<file path="src/rtl/wb_commit_unit.sv">
`timescale 1ns/1ps
// wb_commit_unit: write-back commit FIFO feeding the register-file write port.
// Accepts load (mem) and ALU (exe) results, retires one per cycle in order,
// diverts R15 writes to a PC redirect, and reports pending writes to decode.
// Optional feature macro: WB_BYPASS_EN (forward youngest pending data to decode
// instead of flagging a hazard).
module wb_commit_unit #(
    parameter int unsigned N     = 32,
    parameter int unsigned DEPTH = 4
) (
    input  logic                         clk,
    input  logic                         reset,
    input  logic                         exeValid,
    input  logic [3:0]                   exeRd,
    input  logic [N-1:0]                 exeResult,
    output logic                         exeReady,
    input  logic                         memValid,
    input  logic [3:0]                   memRd,
    input  logic [N-1:0]                 memData,
    output logic                         memReady,
    output logic                         regWrite,
    output logic [3:0]                   A3,
    output logic [N-1:0]                 WD3,
    output logic                         pcWrite,
    output logic [N-1:0]                 pcTarget,
    input  logic [3:0]                   A1,
    input  logic [3:0]                   A2,
    output logic                         hazA1,
    output logic                         hazA2,
    output logic                         fwdA1Valid,
    output logic                         fwdA2Valid,
    output logic [N-1:0]                 fwdA1Data,
    output logic [N-1:0]                 fwdA2Data,
    output logic [$clog2(DEPTH+1)-1:0]   count
);

    localparam int unsigned PW     = (DEPTH > 1) ? $clog2(DEPTH) : 1;
    localparam int unsigned CW     = $clog2(DEPTH + 1);
    localparam logic [3:0]  PC_REG = 4'd15;

    typedef struct packed {
        logic [3:0]   rd;
        logic [N-1:0] data;
    } entry_t;

    entry_t          slot_q [DEPTH];
    logic [PW-1:0]   head_q, head_d;
    logic [PW-1:0]   tail_q, tail_d;
    logic [CW-1:0]   count_q, count_d;

    logic            mem_acc, exe_acc, deq;
    logic [PW-1:0]   exe_slot;
    entry_t          head_entry;
    logic            head_is_pc;

    logic            hit1, hit2;
    logic [PW-1:0]   look_idx;
`ifdef WB_BYPASS_EN
    logic [N-1:0]    fwd1, fwd2;
`endif

    // Acceptance depends only on registered occupancy; exe needs room behind mem.
    always_comb begin
        memReady = !reset && (count_q <= CW'(DEPTH - 1));
        exeReady = !reset && (count_q <= CW'(DEPTH - 2));
        mem_acc  = memValid && memReady;
        exe_acc  = exeValid && exeReady;
        deq      = (count_q != '0);
    end

    // Pointer and occupancy bookkeeping; mem lands at tail, exe right behind it.
    always_comb begin
        exe_slot = tail_q + PW'(mem_acc);
        tail_d   = tail_q + PW'(mem_acc) + PW'(exe_acc);
        head_d   = head_q + PW'(deq);
        count_d  = count_q + CW'(mem_acc) + CW'(exe_acc) - CW'(deq);
    end

    // FIFO state: storage, pointers and count, cleared asynchronously.
    always_ff @(posedge clk or posedge reset) begin
        if (reset) begin
            head_q  <= '0;
            tail_q  <= '0;
            count_q <= '0;
            for (int unsigned i = 0; i < DEPTH; i++) begin
                slot_q[i] <= '0;
            end
        end else begin
            head_q  <= head_d;
            tail_q  <= tail_d;
            count_q <= count_d;
            if (mem_acc) begin
                slot_q[tail_q] <= '{rd: memRd, data: memData};
            end
            if (exe_acc) begin
                slot_q[exe_slot] <= '{rd: exeRd, data: exeResult};
            end
        end
    end

    // Retire port: head goes to the register file, or to the PC if it targets R15.
    always_comb begin
        head_entry = slot_q[head_q];
        head_is_pc = (head_entry.rd == PC_REG);
        regWrite   = deq && !head_is_pc;
        pcWrite    = deq && head_is_pc;
        A3         = regWrite ? head_entry.rd   : 4'd0;
        WD3        = regWrite ? head_entry.data : '0;
        pcTarget   = pcWrite  ? head_entry.data : '0;
    end

    // Scan stored entries oldest to youngest so the youngest match wins.
    always_comb begin
        hit1     = 1'b0;
        hit2     = 1'b0;
        look_idx = head_q;
`ifdef WB_BYPASS_EN
        fwd1     = '0;
        fwd2     = '0;
`endif
        for (int unsigned i = 0; i < DEPTH; i++) begin
            look_idx = head_q + PW'(i);
            if (CW'(i) < count_q) begin
                if ((A1 != PC_REG) && (slot_q[look_idx].rd == A1)) begin
                    hit1 = 1'b1;
`ifdef WB_BYPASS_EN
                    fwd1 = slot_q[look_idx].data;
`endif
                end
                if ((A2 != PC_REG) && (slot_q[look_idx].rd == A2)) begin
                    hit2 = 1'b1;
`ifdef WB_BYPASS_EN
                    fwd2 = slot_q[look_idx].data;
`endif
                end
            end
        end
    end

    // Decode-facing result: forward when bypass is built in, otherwise stall.
    always_comb begin
`ifdef WB_BYPASS_EN
        hazA1      = 1'b0;
        hazA2      = 1'b0;
        fwdA1Valid = hit1;
        fwdA2Valid = hit2;
        fwdA1Data  = fwd1;
        fwdA2Data  = fwd2;
`else
        hazA1      = hit1;
        hazA2      = hit2;
        fwdA1Valid = 1'b0;
        fwdA2Valid = 1'b0;
        fwdA1Data  = '0;
        fwdA2Data  = '0;
`endif
    end

    assign count = count_q;

endmodule

</file>
<file path="config.mk">
export PLATFORM = sky130hd
export DESIGN_NAME = wb_commit_unit
export DESIGN_NICKNAME = d
export VERILOG_FILES = /design/src/rtl/wb_commit_unit.sv
export SDC_FILE = /design/constraint.sdc
export NUM_CORES = 1
export LEC_CHECK = 0
export CAP_MARGIN = 10
export CELL_PAD_IN_SITES_DETAIL_PLACEMENT = 0
export CELL_PAD_IN_SITES_GLOBAL_PLACEMENT = 1
export CORE_MARGIN = 2
export CORE_UTILIZATION = 41
export DETAILED_ROUTE_END_ITERATION = 10
export GPL_TIMING_DRIVEN = 0
export PLACE_DENSITY_LB_ADDON = 0.1
export SLEW_MARGIN = 25
export SYNTH_ARGS = -nofsm -noshare
export SYNTH_HDL_FRONTEND = slang
export SYNTH_SLANG_ARGS = --single-unit
export TNS_END_PERCENT = 5
</file>
<file path="constraint.sdc">
create_clock -name clk -period 7.4 [get_ports clk]
set_clock_uncertainty 0.1 [all_clocks]
set_input_delay 1.85 -clock clk [delete_from_list [all_inputs] [get_ports clk]]
set_output_delay 1.85 -clock clk [all_outputs]
set_load 0.02 [all_outputs]
</file>
* After elaboration in Yosys (flattened, before gate mapping)
Cells that the tools add are included.
** Storage, ports and cells
- Logic and storage cells :: 109
- Output and inout bits :: 143
- Flip-flop bits (word level) :: 151
- Input port bits :: 84
** Operators by class
- Multiplexer cells :: 39
- Magnitude comparators :: 14
- Equality and inequality tests :: 11
- Add/sub/neg operators :: 9
- Bitwise gates (word level) :: 6
- Reduce and logical (&&, ||, !) cells :: 19
** Operator list (count)
- $mux W36 :: 10
- $bmux W36 S2 :: 4
- $bwmux W144 :: 2
- $mux W144 :: 2
- $demux W36 S2 :: 2
- $mux W32 :: 2
- $eq A4 B4 Y1 :: 8
- $ge A3 B3 Y1 const B :: 6
- $not A2 Y3 :: 6
- $logic_and A1 B1 Y1 :: 16
- $mux W1 :: 16
- $ne A4 B4 Y1 const B :: 2
- $add A2 B1 Y2 :: 3
- $add A3 B1 Y3 :: 2
- $le A3 B2 Y1 const B :: 2
- $lt A1 B3 Y1 const A :: 2
- $lt A2 B3 Y1 const A :: 2
- $lt A3 B1 Y1 const B :: 2
- $add A2 B2 Y2 const B :: 2
- $eq A4 B4 Y1 const B :: 1
- $mux W4 :: 1
- $reduce_bool A3 Y1 :: 1
- $sub A3 B1 Y3 :: 1
- $add A2 B1 Y2 const B :: 1
- $logic_not A1 Y1 :: 2

* Longest topological paths before layout
- Depth in word-level cells :: 14
- Gate-level depth with buffers :: 9

* Worst setup path after synthesis
Ideal clock, no wire load.
- Path kind :: input to output
- From :: in A1[3]
- To :: out hazA1
- Stages :: 6
- Path buffers :: 1
- Data arrival time :: 3138 ps
- Setup slack :: 2312 ps
- Cells stage by stage :: clkbuf_1 -> xnor2_1 -> o21ai_0 -> or4_1 -> o31ai_1 -> o31a_1
** On the way
- Word-level cells in the longest chain between the ends :: 10
- Elaborated cells between the ends (all ways) :: 17
** RTL lines
- start, declared :: RTL line 26 : input logic [3:0] A1,
- $ne A4 B4 Y1 or $eq A4 B4 Y1 (tied branches) :: RTL line 124 : if ((A1 != PC_REG) && (slot_q[look_idx].rd == A1)) begin
- $logic_and A1 B1 Y1 :: RTL line 124
- $mux W1 :: RTL line 124
- $mux W1 :: RTL line 123 : if (CW'(i) < count_q) begin
- $mux W1 :: RTL line 124
- $mux W1 :: RTL line 123
- $mux W1 :: RTL line 124
- $mux W1 :: RTL line 123
- $mux W1 :: RTL line 124
- $mux W1 * :: RTL line 123
- end, declared :: RTL line 28 : output logic hazA1,
Mark *: on every way between the ends. The rest lies on a longest branch, timed or not.

* Worst setup path after layout
Ends and elaborated chain as after synthesis.

==> impl_summary.txt <==
----------------------------------------------------
[Global route]
  Pin count of the biggest net entering global routing ... 79
  Number of antenna violations at the first check in global routing ... 2
  Overall fraction of global-route tracks in use ... 20.9%
  Number of global-route vias before repair ... around 7,000
  Remaining global-route overflow ... 0
  First-pass GRT wire length ... between 40 and 50 mm

[Critical path]
  Category of the most critical setup path ... input pin to output pin
  Worst setup path startpoint ... A1[3]
  Maximum net fanout on the critical path ... 5
  Beginning of the worst register-to-register path ... count[2]
  WP data required ... approximately 5.5 ns
  Slack of the worst reg-to-reg path ... 4.09 ns
  Data arrival time of the worst path ... between 3 and 4 ns
  Crit path launch type ... input pin
  Critical Path End Type ... output pin

[Logic synthesis]
  Distinct cell type count of the synthesized netlist ... between 40 and 50
  Async S/R FF share, synth ... 100%
  Netlist Area Pre-Place ... 0.0101 mm2
  Number of storage elements in the synthesis netlist ... 151
  Share of the synthesized area in the top cell type ... between 30% and 40%
  Mean area per synthesized cell ... around 13 um2
  Dominant cell type by area after synthesis ... sky130_fd_sc_hd__dfrtp_1
  Main synth FF type ... sky130_fd_sc_hd__dfrtp_1
  Sequential area share after synthesis ... 37.4%
  Count of flip-flops with a built-in enable after synthesis ... 0
  Instance count of the mapped netlist ... 799
  Top post-synthesis cells by area ... sky130_fd_sc_hd__dfrtp_1, sky130_fd_sc_hd__mux2_2, sky130_fd_sc_hd__mux4_2
  Count of yosys warnings during synthesis ... 0

[Pwr]
  Power density of the placed cells ... around 450 mW/mm2
  Leakage power summed over all cells ... around 0.0056 uW
  Peak VDD IR ... 0.000243 V

[Floorplan]
  Initial Utilization ... 41.6%
  Rows ... 57
  Die Width ... between 150 and 200 um
  Ports placed on the boundary ... between 200 and 250
  Total core area ... around 0.024 mm2
  Chip Height ... 161 um
  Area of the die ... between 0.02 and 0.03 mm2

[Placement]
  Cell Area, Placed ... 0.0123 mm2
  Routability cong. ... 0.785
  Number of port buffers ... 153
  Pre-CTS worst setup slack ... approximately 1.7 ns
  Detailed Place HPWL ... around 19 mm

[Clocking]
  Clock sinks ... roughly 150
  Number of clock buffers inserted by TritonCTS ... 17
  Clk_lat worst skew ... 0.43 ns
  Clock Path Buffers ... 2
  Reg clk slew, reported paths ... about 0.070 ns
  Post-CTS Setup Repair Bufs ... 0
  Clock tree from TritonCTS ... yes
  Post-cts sizing count ... 0
  Clock Tree Root ... sky130_fd_sc_hd__clkbuf_16
  Cts-stage hold buffer count ... 0
  Deepest level of the CTS H-tree ... 4

[Routing]
  Wire length the detailed router placed on met1 ... between 10 and 15 mm
  Vias per std cell ... approximately 4.9
  Routed WL per cell ... a little under 20 um
  Max Used Layer ... met4
  Number of DRC markers after the initial detailed-route iteration ... between 200 and 300
  Total vias in the final route ... 6,780
  Sum of routed wire length over all layers ... ~27 mm
  Total iterations of the first detailed-routing run ... 4
  Length of routed met3 wiring ... 1.22 mm
  Post-route DRC violation count ... 0
  Detailed-routed wire length on met2 ... ~13 mm
  Count of antenna-violating nets left after detailed routing ... 0

[Timing]
  Final Max Slew Viols ... 0
  Final hold vios ... 0
  Worst path setup slack after routing ... 1.69 ns
  Unrepaired setup endpoints after global routing ... false
  Final setup violation count ... 0
  Worst slack on hold paths ... 0.523 ns
  Max-Slew Margin vs Limit ... about two fifths
  Worst-margin pin slew ... about 0.9 ns
  Post-route clock period utilization ... between 70% and 80%
  Post-route minimum period ... ~5.7 ns
  Maximum operating frequency ... roughly 0.18 GHz

[Layout]
  Post-layout instance area ... between 0.01 and 0.015 mm2
  Most common library cell in the layout ignoring fill and taps ... sky130_fd_sc_hd__mux2_2
  Number of fill cells ... 2,171
  Leading cell types in the layout, fill and taps excluded ... sky130_fd_sc_hd__mux2_2, sky130_fd_sc_hd__clkdlybuf4s50_1, sky130_fd_sc_hd__dfrtp_1
  Fraction of layout instances using a drive strength above 1 ... ~45%
  Final net count ... approximately 1,100
  Area growth from synthesis to layout ... 27.9%

[Job]
  Maxcap violations ... 0

[Outcome]
  Run status ... finished, final reports clean

[Worst hold path]
  Hold Path Class ... flip-flop to flip-flop
  Hold Path Origin ... slot_q[54]

----------------------------------------------------
-- cell type report --
class | instances | area (um2) | area share, %
Multi-Input combinational cell | 580 | 5760 | 44.6
Sequential cell | 151 | 3780 | 29.3
Timing Repair Buffer | 154 | 1560 | 12.1
Buffer | 123 | 772 | 5.98
Clock buffer | 18 | 429 | 3.32
Tap cell | 324 | 405 | 3.14
Clock inverter | 14 | 164 | 1.27
Inverter | 10 | 45.0 | 0.349
Antenna cell | 2 | 5.00 | 0.0388
-- power by group --
part | switching [uW] | internal, uW
Combinational | 1490 | 1900
Sequential | 227 | 1250
Clock | 383 | 507
-- metrics by stage --
step                cells  power (uW)  TNS, ns  utilization (%)
floorplan             864        3820        0                -
global placement     1341        4860  -180.10             50.6
detailed placement   1342        4910        0             50.8
CTS                  1374        5810        0             53.2
global route         1375        6130        0             53.2
finish               1376        5760        0             53.3
-- worst max-delay path, cell delays in order --
cell and delay [ns]:
sky130_fd_sc_hd__clkbuf_1 0.27, sky130_fd_sc_hd__xnor2_1 0.15, sky130_fd_sc_hd__o21ai_0 0.10, sky130_fd_sc_hd__or4_1 0.54, sky130_fd_sc_hd__o31ai_1 0.08, sky130_fd_sc_hd__o31a_1 0.17, sky130_fd_sc_hd__clkdlybuf4s50_1 0.61
-- Yosys cell counts, types with 5 or more instances --
master,instances
sky130_fd_sc_hd__mux2_2,304
sky130_fd_sc_hd__dfrtp_1,151
sky130_fd_sc_hd__buf_4,66
sky130_fd_sc_hd__and3_1,37
sky130_fd_sc_hd__and2_1,34
sky130_fd_sc_hd__mux4_2,32
sky130_fd_sc_hd__buf_2,25
sky130_fd_sc_hd__clkbuf_1,21
sky130_fd_sc_hd__xor2_1,21
sky130_fd_sc_hd__xnor2_1,15
sky130_fd_sc_hd__inv_1,10
sky130_fd_sc_hd__mux2i_1,10
sky130_fd_sc_hd__buf_1,7
sky130_fd_sc_hd__nand2_1,7
sky130_fd_sc_hd__ha_1,6
sky130_fd_sc_hd__nand3_1,5
sky130_fd_sc_hd__nor2_1,5
-- cells by family (layout without fill, tap and decap cells) --
group           count (synthesis)  after routing  synth area share, %
simple gates                  106            106                 6.44
xor+xnor                       36             36                 3.12
fa+ha+maj                       8              8                 1.14
flops                         151            151                 37.4
mux                           352            352                 43.1
other cells                     1             68               0.0371
buf+inv                       133            319                 8.00
compound gates                 12             12                0.731
-- layer usage --
layer,global-route usage (%),vias to the layer above
li1,-,3239
met1,28.0,3371
met2,35.8,158
met3,4.34,12
met4,3.61,0
met5,0,-
-- state kept, by name (all words and copies together), names as in the netlist --
name / count
tail_q: 2
head_q: 2
count: 3
slot_q: 144
-- worst paths after layout --
| kind | to | depth (start not counted) |
|---|---|---|
| worst max-delay path | hazA1 | 7 |
| worst min-delay path | slot_q[54] | 2 |
| worst max register to register | count[2] | 9 |
| min in group asynchronous | slot_q[75] | 2 |
| max in group asynchronous | slot_q[61] | 3 |
| worst min register to register | slot_q[54] | 2 |
Note: power is estimated with default switching activity, not from simulation.
